`src/rtl/serial_pkg.sv`:
```
// Shared types and defaults for the serial transmit scheduler.
// Optional parity frame slot is enabled by defining SERIAL_PARITY_EN.
package serial_pkg;

    localparam int unsigned DEF_NUM_REQ = 4;
    localparam int unsigned DEF_WORD_W  = 16;

    typedef enum logic [1:0] {
        IDLE,
        SHIFT,
`ifdef SERIAL_PARITY_EN
        PAR,
`endif
        LATCH
    } state_e;

endpackage

```
`src/rtl/serial_tx_scheduler_rr_arbiter.sv`:
```
// Round-robin arbiter: first active request at or after the pointer wins.
// Purely combinational; used by serial_tx_scheduler (SERIAL_PARITY_EN has no effect here).
module rr_arbiter #(
    parameter  int unsigned NUM_REQ = 4,
    localparam int unsigned IDX_W   = $clog2(NUM_REQ)
) (
    input  logic [NUM_REQ-1:0] req,
    input  logic [IDX_W-1:0]   pointer,
    input  logic               enable,
    output logic [NUM_REQ-1:0] grant_c,
    output logic [IDX_W-1:0]   grant_idx_c
);

    logic        found;
    int unsigned idx;

    always_comb begin
        grant_c     = '0;
        grant_idx_c = '0;
        found       = 1'b0;
        idx         = 0;
        for (int unsigned i = 0; i < NUM_REQ; i++) begin
            idx = (32'(pointer) + i) % NUM_REQ;
            if (enable && !found && req[IDX_W'(idx)]) begin
                found                = 1'b1;
                grant_c[IDX_W'(idx)] = 1'b1;
                grant_idx_c          = IDX_W'(idx);
            end
        end
    end

endmodule

```
`src/rtl/serial_tx_scheduler.sv`:
```
// Arbitrates NUM_REQ parallel words onto one LSB-first serial link with an
// active-low end-of-frame latch strobe. Define SERIAL_PARITY_EN for an even-parity slot.
module serial_tx_scheduler
    import serial_pkg::*;
#(
    parameter  int unsigned NUM_REQ = DEF_NUM_REQ,
    parameter  int unsigned WORD_W  = DEF_WORD_W,
    localparam int unsigned IDX_W   = $clog2(NUM_REQ)
) (
    input  logic                      clk,
    input  logic                      reset,
    input  logic [NUM_REQ-1:0]        req,
    input  logic [NUM_REQ*WORD_W-1:0] data,
    output logic [NUM_REQ-1:0]        ack,
    output logic                      s_out,
    output logic                      latch,
    output logic                      busy,
    output logic [IDX_W-1:0]          grant_id
);

    localparam int unsigned CNT_W = $clog2(WORD_W);

    state_e              state_q, state_d;
    logic [WORD_W-1:0]   shreg_q, shreg_d;
    logic [CNT_W-1:0]    cnt_q, cnt_d;
    logic [IDX_W-1:0]    ptr_q, ptr_d;
    logic [NUM_REQ-1:0]  ack_q, ack_d;
    logic                s_out_q, s_out_d;
    logic                latch_q, latch_d;
    logic                busy_q, busy_d;
    logic [IDX_W-1:0]    gid_q, gid_d;
`ifdef SERIAL_PARITY_EN
    logic                par_q, par_d;
`endif

    logic [WORD_W-1:0]   words [NUM_REQ];
    logic [WORD_W-1:0]   cap_word;
    logic [NUM_REQ-1:0]  arb_grant_c;
    logic [IDX_W-1:0]    arb_idx_c;

    for (genvar i = 0; i < NUM_REQ; i++) begin : g_words
        assign words[i] = data[i*WORD_W +: WORD_W];
    end

    assign cap_word = words[arb_idx_c];

    rr_arbiter #(.NUM_REQ(NUM_REQ)) u_arb (
        .req         (req),
        .pointer     (ptr_q),
        .enable      (state_q == IDLE),
        .grant_c     (arb_grant_c),
        .grant_idx_c (arb_idx_c)
    );

    // Outputs are computed for the next cycle so bit 0 lines up with ack.
    always_comb begin
        state_d = state_q;
        shreg_d = shreg_q;
        cnt_d   = cnt_q;
        ptr_d   = ptr_q;
        gid_d   = gid_q;
        ack_d   = '0;
        s_out_d = 1'b0;
        latch_d = 1'b1;
`ifdef SERIAL_PARITY_EN
        par_d   = par_q;
`endif
        case (state_q)
            IDLE: begin
                if (|req) begin
                    state_d = SHIFT;
                    shreg_d = cap_word >> 1;
                    s_out_d = cap_word[0];
                    cnt_d   = '0;
                    ack_d   = arb_grant_c;
                    gid_d   = arb_idx_c;
                    ptr_d   = (arb_idx_c == IDX_W'(NUM_REQ - 1)) ? '0 : arb_idx_c + IDX_W'(1);
`ifdef SERIAL_PARITY_EN
                    par_d   = ^cap_word;
`endif
                end
            end
            SHIFT: begin
                if (cnt_q == CNT_W'(WORD_W - 1)) begin
`ifdef SERIAL_PARITY_EN
                    state_d = PAR;
                    s_out_d = par_q;
`else
                    state_d = LATCH;
                    latch_d = 1'b0;
`endif
                end else begin
                    cnt_d   = cnt_q + CNT_W'(1);
                    s_out_d = shreg_q[0];
                    shreg_d = shreg_q >> 1;
                end
            end
`ifdef SERIAL_PARITY_EN
            PAR: begin
                state_d = LATCH;
                latch_d = 1'b0;
            end
`endif
            LATCH:   state_d = IDLE;
            default: state_d = IDLE;
        endcase
        busy_d = (state_d != IDLE);
    end

    always_ff @(posedge clk) begin
        if (reset) begin
            state_q <= IDLE;
            shreg_q <= '0;
            cnt_q   <= '0;
            ptr_q   <= '0;
            gid_q   <= '0;
            ack_q   <= '0;
            s_out_q <= 1'b0;
            latch_q <= 1'b1;
            busy_q  <= 1'b0;
`ifdef SERIAL_PARITY_EN
            par_q   <= 1'b0;
`endif
        end else begin
            state_q <= state_d;
            shreg_q <= shreg_d;
            cnt_q   <= cnt_d;
            ptr_q   <= ptr_d;
            gid_q   <= gid_d;
            ack_q   <= ack_d;
            s_out_q <= s_out_d;
            latch_q <= latch_d;
            busy_q  <= busy_d;
`ifdef SERIAL_PARITY_EN
            par_q   <= par_d;
`endif
        end
    end

    assign ack      = ack_q;
    assign s_out    = s_out_q;
    assign latch    = latch_q;
    assign busy     = busy_q;
    assign grant_id = gid_q;

endmodule

```
`config.mk`:
```
export PLATFORM = sky130hd
export DESIGN_NAME = serial_tx_scheduler
export DESIGN_NICKNAME = d
export VERILOG_FILES = /design/src/rtl/serial_pkg.sv /design/src/rtl/serial_tx_scheduler_rr_arbiter.sv /design/src/rtl/serial_tx_scheduler.sv
export SDC_FILE = /design/constraint.sdc
export NUM_CORES = 1
export LEC_CHECK = 0
export ABC_CLOCK_PERIOD_IN_PS = 3930
export CAP_MARGIN = 20
export CORE_UTILIZATION = 33
export DETAILED_ROUTE_END_ITERATION = 7
export PLACE_DENSITY = 0.62
export SLEW_MARGIN = 40
export SYNTH_ARGS = -nofsm -noshare
export SYNTH_HDL_FRONTEND = slang
export SYNTH_SLANG_ARGS = --single-unit
```
`constraint.sdc`:
```
create_clock -name clk -period 3.93 [get_ports clk]
set_clock_uncertainty 0.05 [all_clocks]
set_input_delay 1.179 -clock clk [delete_from_list [all_inputs] [get_ports clk]]
set_output_delay 1.179 -clock clk [all_outputs]
set_load 0.1 [all_outputs]
```
# Word-level counts from Yosys, hierarchy flattened

Cells that the tools add are included.
Widths: inputs -> output; s select.

Add/subtract/negate cells: 5
Order comparisons: 9
Eq/ne operators: 5
Multiplexer cells: 44
Bitwise gates (word level): 7
Reductions and logical operators: 22

Operator list:

| operator            | count |
|---|---|
| $mux 16             | 4 |
| $bmux 16 s2         | 1 |
| $pmux 16 s2         | 1 |
| $mux 4              | 6 |
| $mux 1              | 14 |
| $mux 2              | 7 |
| $lt 2x3->1 const B  | 4 |
| $or 4x4->4          | 3 |
| $logic_and 1x1->1   | 11 |
| $bmux 1 s2          | 4 |
| $demux 1 s2         | 4 |
| $ge 2x1->1 const B  | 4 |
| $pmux 4 s2          | 1 |
| $add 2x1->2 const B | 2 |
| $add 2x2->2 const B | 2 |
| $add 4x1->4 const B | 1 |
| $eq 4x4->1 const B  | 1 |
| $ne 2x2->1 const B  | 2 |
| $pmux 2 s2          | 1 |
| $reduce_bool 2->1   | 2 |
| $reduce_or 4->1     | 1 |
| $ge 3x3->1 const B  | 1 |
| $logic_not 1->1     | 3 |
| $not 1->1           | 3 |
| other kinds (9)     | 9 |

Bits in registers: 33
Logic and storage cells: 101

# Logic depth before layout (Yosys ltp)

Gate-level depths: netlist of run 1.

Depth in word-level cells: 22
Gate-level depth with buffers: 11
Depth with buffers taken out: 8

# By module

A second synthesis of run 1 with hierarchy kept.

Cells, all modules: 285
Area total of the unflattened synthesis: 2,708.8 µm²

Modules (own cells, without submodules):

| module              | times used | cells each | area an instance (µm²) |
|---|---|---|---|
| serial_tx_scheduler | 1          | 211        | 2,108.3 |
| rr_arbiter          | 1          | 74         | 600.6 |

# Least setup slack after synthesis of run 1

OpenSTA, ideal clock, no wires.

Kind: input to register
From: in req[2]
To: reg shreg_q[10]
Library setup time: 0.132 ns
Data arrival time: 3.039 ns
Required time: 3.748 ns
Setup slack: 0.709 ns
Cell stages on the path: 8
Cell sequence: buf_2 mux4_2 or3_4 o311ai_4 nand2_8 clkbuf_1 a221oi_1 o31ai_1

Word-level cells in the longest chain between the ends: 22
Elaborated cells between the ends (all ways): 34
Classes of those cells: eq/ne: 1; mux: 20; bitwise: 1; reduce/logical: 12

Ends and longest elaborated chain:

| item                                       | line                                 | RTL |
|---|---|---|
| start, declared                            | serial_tx_scheduler.sv:12            | `input logic [NUM_REQ-1:0] req,` |
| $bmux 1 s2                                 | serial_tx_scheduler_rr_arbiter.sv:24 | `if (enable && !found && req[IDX_W'(idx)]) begin` |
| $mux 1 (implied by the code)               | serial_tx_scheduler_rr_arbiter.sv:24 |  |
| $logic_and 1x1->1                          | serial_tx_scheduler_rr_arbiter.sv:24 |  |
| $mux 1                                     | serial_tx_scheduler_rr_arbiter.sv:24 |  |
| $logic_not 1->1                            | serial_tx_scheduler_rr_arbiter.sv:24 |  |
| $logic_and 1x1->1 (2 in a row)             | serial_tx_scheduler_rr_arbiter.sv:24 |  |
| $mux 1                                     | serial_tx_scheduler_rr_arbiter.sv:24 |  |
| $logic_not 1->1                            | serial_tx_scheduler_rr_arbiter.sv:24 |  |
| (+3 left out)                              | -                                    |  |
| $logic_not 1->1                            | serial_tx_scheduler_rr_arbiter.sv:24 |  |
| $logic_and 1x1->1 (2 in a row)             | serial_tx_scheduler_rr_arbiter.sv:24 |  |
| $mux 2                                     | serial_tx_scheduler_rr_arbiter.sv:24 |  |
| $not 2->3 (implied by the code)            | serial_tx_scheduler.sv:45            | `assign cap_word = words[arb_idx_c];` |
| $bmux 16 s2                                | serial_tx_scheduler.sv:45            |  |
| $mux 16 (implied by the code) (2 in a row) | serial_tx_scheduler.sv:45            |  |
| $mux 16                                    | serial_tx_scheduler.sv:70            | `if (\|req) begin` |
| $pmux 16 s2                                | serial_tx_scheduler.sv:68            | `case (state_q)` |
| end signal, assigned                       | serial_tx_scheduler.sv:126           | `shreg_q <= shreg_d;` |
| end, declared                              | serial_tx_scheduler.sv:24            | `logic [WORD_W-1:0] shreg_q, shreg_d;` |

Several ways; a longest one is shown, not always the timed one. The select of a mux whose other input is x is not followed.
A chain may end at the register's enable or synchronous reset.

# Final worst setup path of run 1

From: in req[2]
To: reg shreg_q[0]

The elaborated chain is that of the path after synthesis.

==> results.md, run 1 <==
* Outcome: finished clean
* Wire per inst at 15.1 um
* Crit path largest cell delay at 0.54 ns
* YS warnings at 0
* Non-filler cells, final at 398
* Syn_area_per_cell at 9.29 um^2
* Gpl congestion at 0.898
* Row count at 29
* Height of the chip at 83.0 um
* Data arrival, critical path at 3.70 ns
* Synthesized-area fraction occupied by xor and xnor cells at 1.21%
* Synth Net Count at 308
* Clk Latency, worst-skew pair at 0.28 ns
* Critical path depth at 9
* Yosys top cell area share at 29.6%
* Slowest CP cell: mux4_2
* Unrepaired setup endpoints after global routing: false
* Post-synthesis adder-cell area fraction at 2.89%
* Pwr dens at 512 nW/um^2
* Root Driver: clkbuf_8
* Fmax at 279 MHz
* Synth cell count leaders: dfxtp_1, nand2_1, and2_1
* Period minus WS final at 3.59 ns
* Pre-CTS WS at 0.0500 ns
* Part of the power in the clock network at 16.9%
* Overall Global Routing Usage at 18.1%
* Count leader, synth: dfxtp_1
* Max rail drop VDD at 0.293 mV
* Via count at 2,220
* R2r setup slk at 0.83 ns
* Hold Path Origin: shreg_q[9]
* Core ar. at 6350 um^2
* Diode count at 0
* P&R area growth vs syn at 47.6%
* DRC Markers at 0
* Via density at 5.58
* Crit-path cells: clkdlybuf4s50_1, mux4_2, a21oi_1, o21ai_2, buf_12, and2_1, buf_4, a2111oi_0, o31ai_1
* CP startpoint: req[2]
* Synthesized flop and latch total at 32
* Critical R2R Capture: shreg_q[14]
* PortBufs at 78
* Seq/Total Area, Yosys at 29.6%
* Rel. slew slack at 62.9%
* Boundary pin count at 79
* Largest area contributor in the netlist: dfxtp_1
* Pint at 0.000960 W
* First-pass DRT Iterations at 5
* Mapped cell area at 2160 um^2
* Worst endpoint required time at 4.04 ns
* Grt total ovfl at 0
* ANT nets after route at 0
* Synth cell types at 51
* Antenna violations before repair at 0
* Setup slack after layout at 0.339 ns
* Layout cells sized above 1 at 17.8%
* PostCTS Resize Cnt at 0
* Initial Utilization at 34.1%
* WL final at 6020 um
* Worst R2R Path Depth at 8
* Die area at 6890 um^2
* Worst-path clk slew at 0.07 ns
* # Post-CTS Setup Buffers at 0
* Longest Clk Path Bufs at 2
* Global-route wire length before repair at 10,100 um
* Sink Count at 32
* Setup Crit Path Kind: in -> reg
* Die W at 83.0 um
* Net Sw Frac at 41.3%
* Crit path launch type: input port
* Placed instance count at 391
* Worst Tran Pin Value at 0.555 ns
* Static leakage at 1.19 nW
* Worst min-delay path class: reg -> reg
* Psw at 0.000675 W
* Crit path max fanout at 24
* Pin count of the biggest net entering global routing at 25
* Fin crit share at 91.4%
* CTS tree: yes
* Simple-gate share of the synthesized area at 16.7%
* Critical path's top delay family: compound AO/OA/AOI/OAI gates
* FF-to-FF Start: ptr_q[1]
* Post-synthesis compound-gate area fraction at 33.5%
* Post-synth top flop: dfxtp_1
* Setup-failing EPs final at 0
* Post-synth EDFFs at 0
* Final TNS setup at 0 ns
* Buf/Inv on CP at 3
* Final Max Tran Viols at 0
* Drt first-iter violations at 117
* Final hold vios at 0
* Ys async rst share at 0%
* Final Util at 50.3%
* CP Capture Type: register
* Vias in the first global route at 2,073
* Hold-fix buffers at CTS at 0
* Mapped Cells at 233
* Synth top area cells: dfxtp_1, mux4_2, a2111oi_0, a221oi_1, a21boi_0
* Seq pwr share at 25.9%
* Comb pwr share at 57.2%
* Post-detail-place hpwl at 4510 um
* Largest family of logic cells by synthesized area: compound AO/OA/AOI/OAI gates
* Max-cap viol count at 0
* H-tree depth at 2
* CP Capture Point: shreg_q[0]
* Fin nets at 396
* Mux cell area share after synthesis at 11.0%
* Cts bufs inserted at 5
==> cells in the final DEF (no fill, tap or decap), types with 2 or more instances in the layout <==
master | Yosys | routed
mux4_2 | 7 | 7
inv_1 | 3 | 3
ha_1 | 5 | 5
nand2_1 | 20 | 20
o31ai_1 | 11 | 11
clkbuf_8 | 0 | 7
xor2_1 | 2 | 2
nor2b_1 | 2 | 2
a221oi_1 | 11 | 11
buf_2 | 5 | 3
or2_2 | 3 | 3
dfxtp_1 | 32 | 32
a2111oi_0 | 12 | 12
mux2i_1 | 7 | 7
a32o_1 | 3 | 3
o21ai_0 | 11 | 11
buf_4 | 2 | 25
a211oi_1 | 3 | 3
a21oi_1 | 9 | 9
a21o_1 | 4 | 4
buf_12 | 0 | 2
clkdlybuf4s50_1 | 0 | 69
a222oi_1 | 4 | 4
and2_1 | 13 | 13
a21boi_0 | 12 | 12
nand2b_1 | 6 | 6
nor3b_1 | 2 | 2
nor2_1 | 10 | 9
==> cell type report <==
type / instances / area (um^2)
Clock buffer: 7 / 96.3
Fill cell: 600 / 3160
Inverter: 3 / 11.3
Multi-Input combinational cell: 180 / 1420
Sequential cell: 32 / 641
Tap cell: 77 / 96.3
Timing Repair Buffer: 99 / 933
==> power groups by stage <==
stage          Clock (W)  Sequential, W  Combinational [W]
2_1_floorplan          0       0.000536           0.000537
3_3_place_gp           0       0.000429           0.000932
3_5_place_dp           0       0.000430           0.000935
4_1_cts         0.000285       0.000424           0.000937
5_1_grt         0.000303       0.000432            0.00102
6_report        0.000276       0.000424           0.000935
==> per-stage QoR <==
stage                     cell area [um^2]  hold slack (ns)  power (W)
final                                 3190            0.397    0.00163
after floorplan                       2160            0.367    0.00107
after global routing                  3190            0.432    0.00175
after detailed placement              3100            0.387    0.00137
after CTS                             3190            0.402    0.00165
after global placement                3110            0.382    0.00136
==> worst register-to-register path: cells and delay by family, from the launching register on <==
| family | cells | cell delay, ns |
|---|---|---|
| compound gates | 3 | 1.14 |
| flops | 1 | 0.33 |
| mux | 2 | 0.61 |
| simple gates | 1 | 0.22 |
| fa+ha+maj | 1 | 0.55 |
| buf+inv | 1 | 0.10 |
==> state kept, by name (all words and copies together) (netlist names), 2 cells and up <==
name / flops
state_q: 2
shreg_q: 15
ptr_q: 2
cnt_q: 4
ack: 4
grant_id: 2
==> kinds of logic after synthesis <==
family	after synthesis
AOI/OAI and AO/OA	91
xor gates and xnor gates	3
adders and majority gates	5
buffers and inverters	21
DFF	32
muxes	15
and+or+nand+nor	66
==> how the worst min path moves through the flow <==
stage	slack (ns)	endpoint	cells past startpoint
2_1_floorplan	0.37	shreg_q[0]	2
3_3_place_gp	0.38	shreg_q[8]	2
3_5_place_dp	0.39	shreg_q[1]	2
4_1_cts	0.40	shreg_q[1]	2
5_1_grt	0.43	shreg_q[8]	2
6_report	0.40	shreg_q[9]	2
==> metal layers <==
metal / global-route usage, % / vias up / part of all wire, %
li1: - / 1088 / -
met1: 25.6 / 1032 / 48
met2: 27.4 / 94 / 44
met3: 4.77 / 6 / 6.9
met4: 4.23 / 0 / 1.2
met5: 0 / - / 0
Note: power is estimated with default switching activity, not from simulation.
==> inputs of run 2 (changes only) <==
--- a/config.mk
+++ b/config.mk
@@ -8,6 +8,7 @@
 export ABC_CLOCK_PERIOD_IN_PS = 3930
 export CAP_MARGIN = 20
 export CORE_UTILIZATION = 33
+export CTS_CLUSTER_SIZE = 12
 export DETAILED_ROUTE_END_ITERATION = 7
 export PLACE_DENSITY = 0.62
 export SLEW_MARGIN = 40
==> results of run 2 <==
Same layout as run 1: the final DEF is identical, and so are final timing and power.
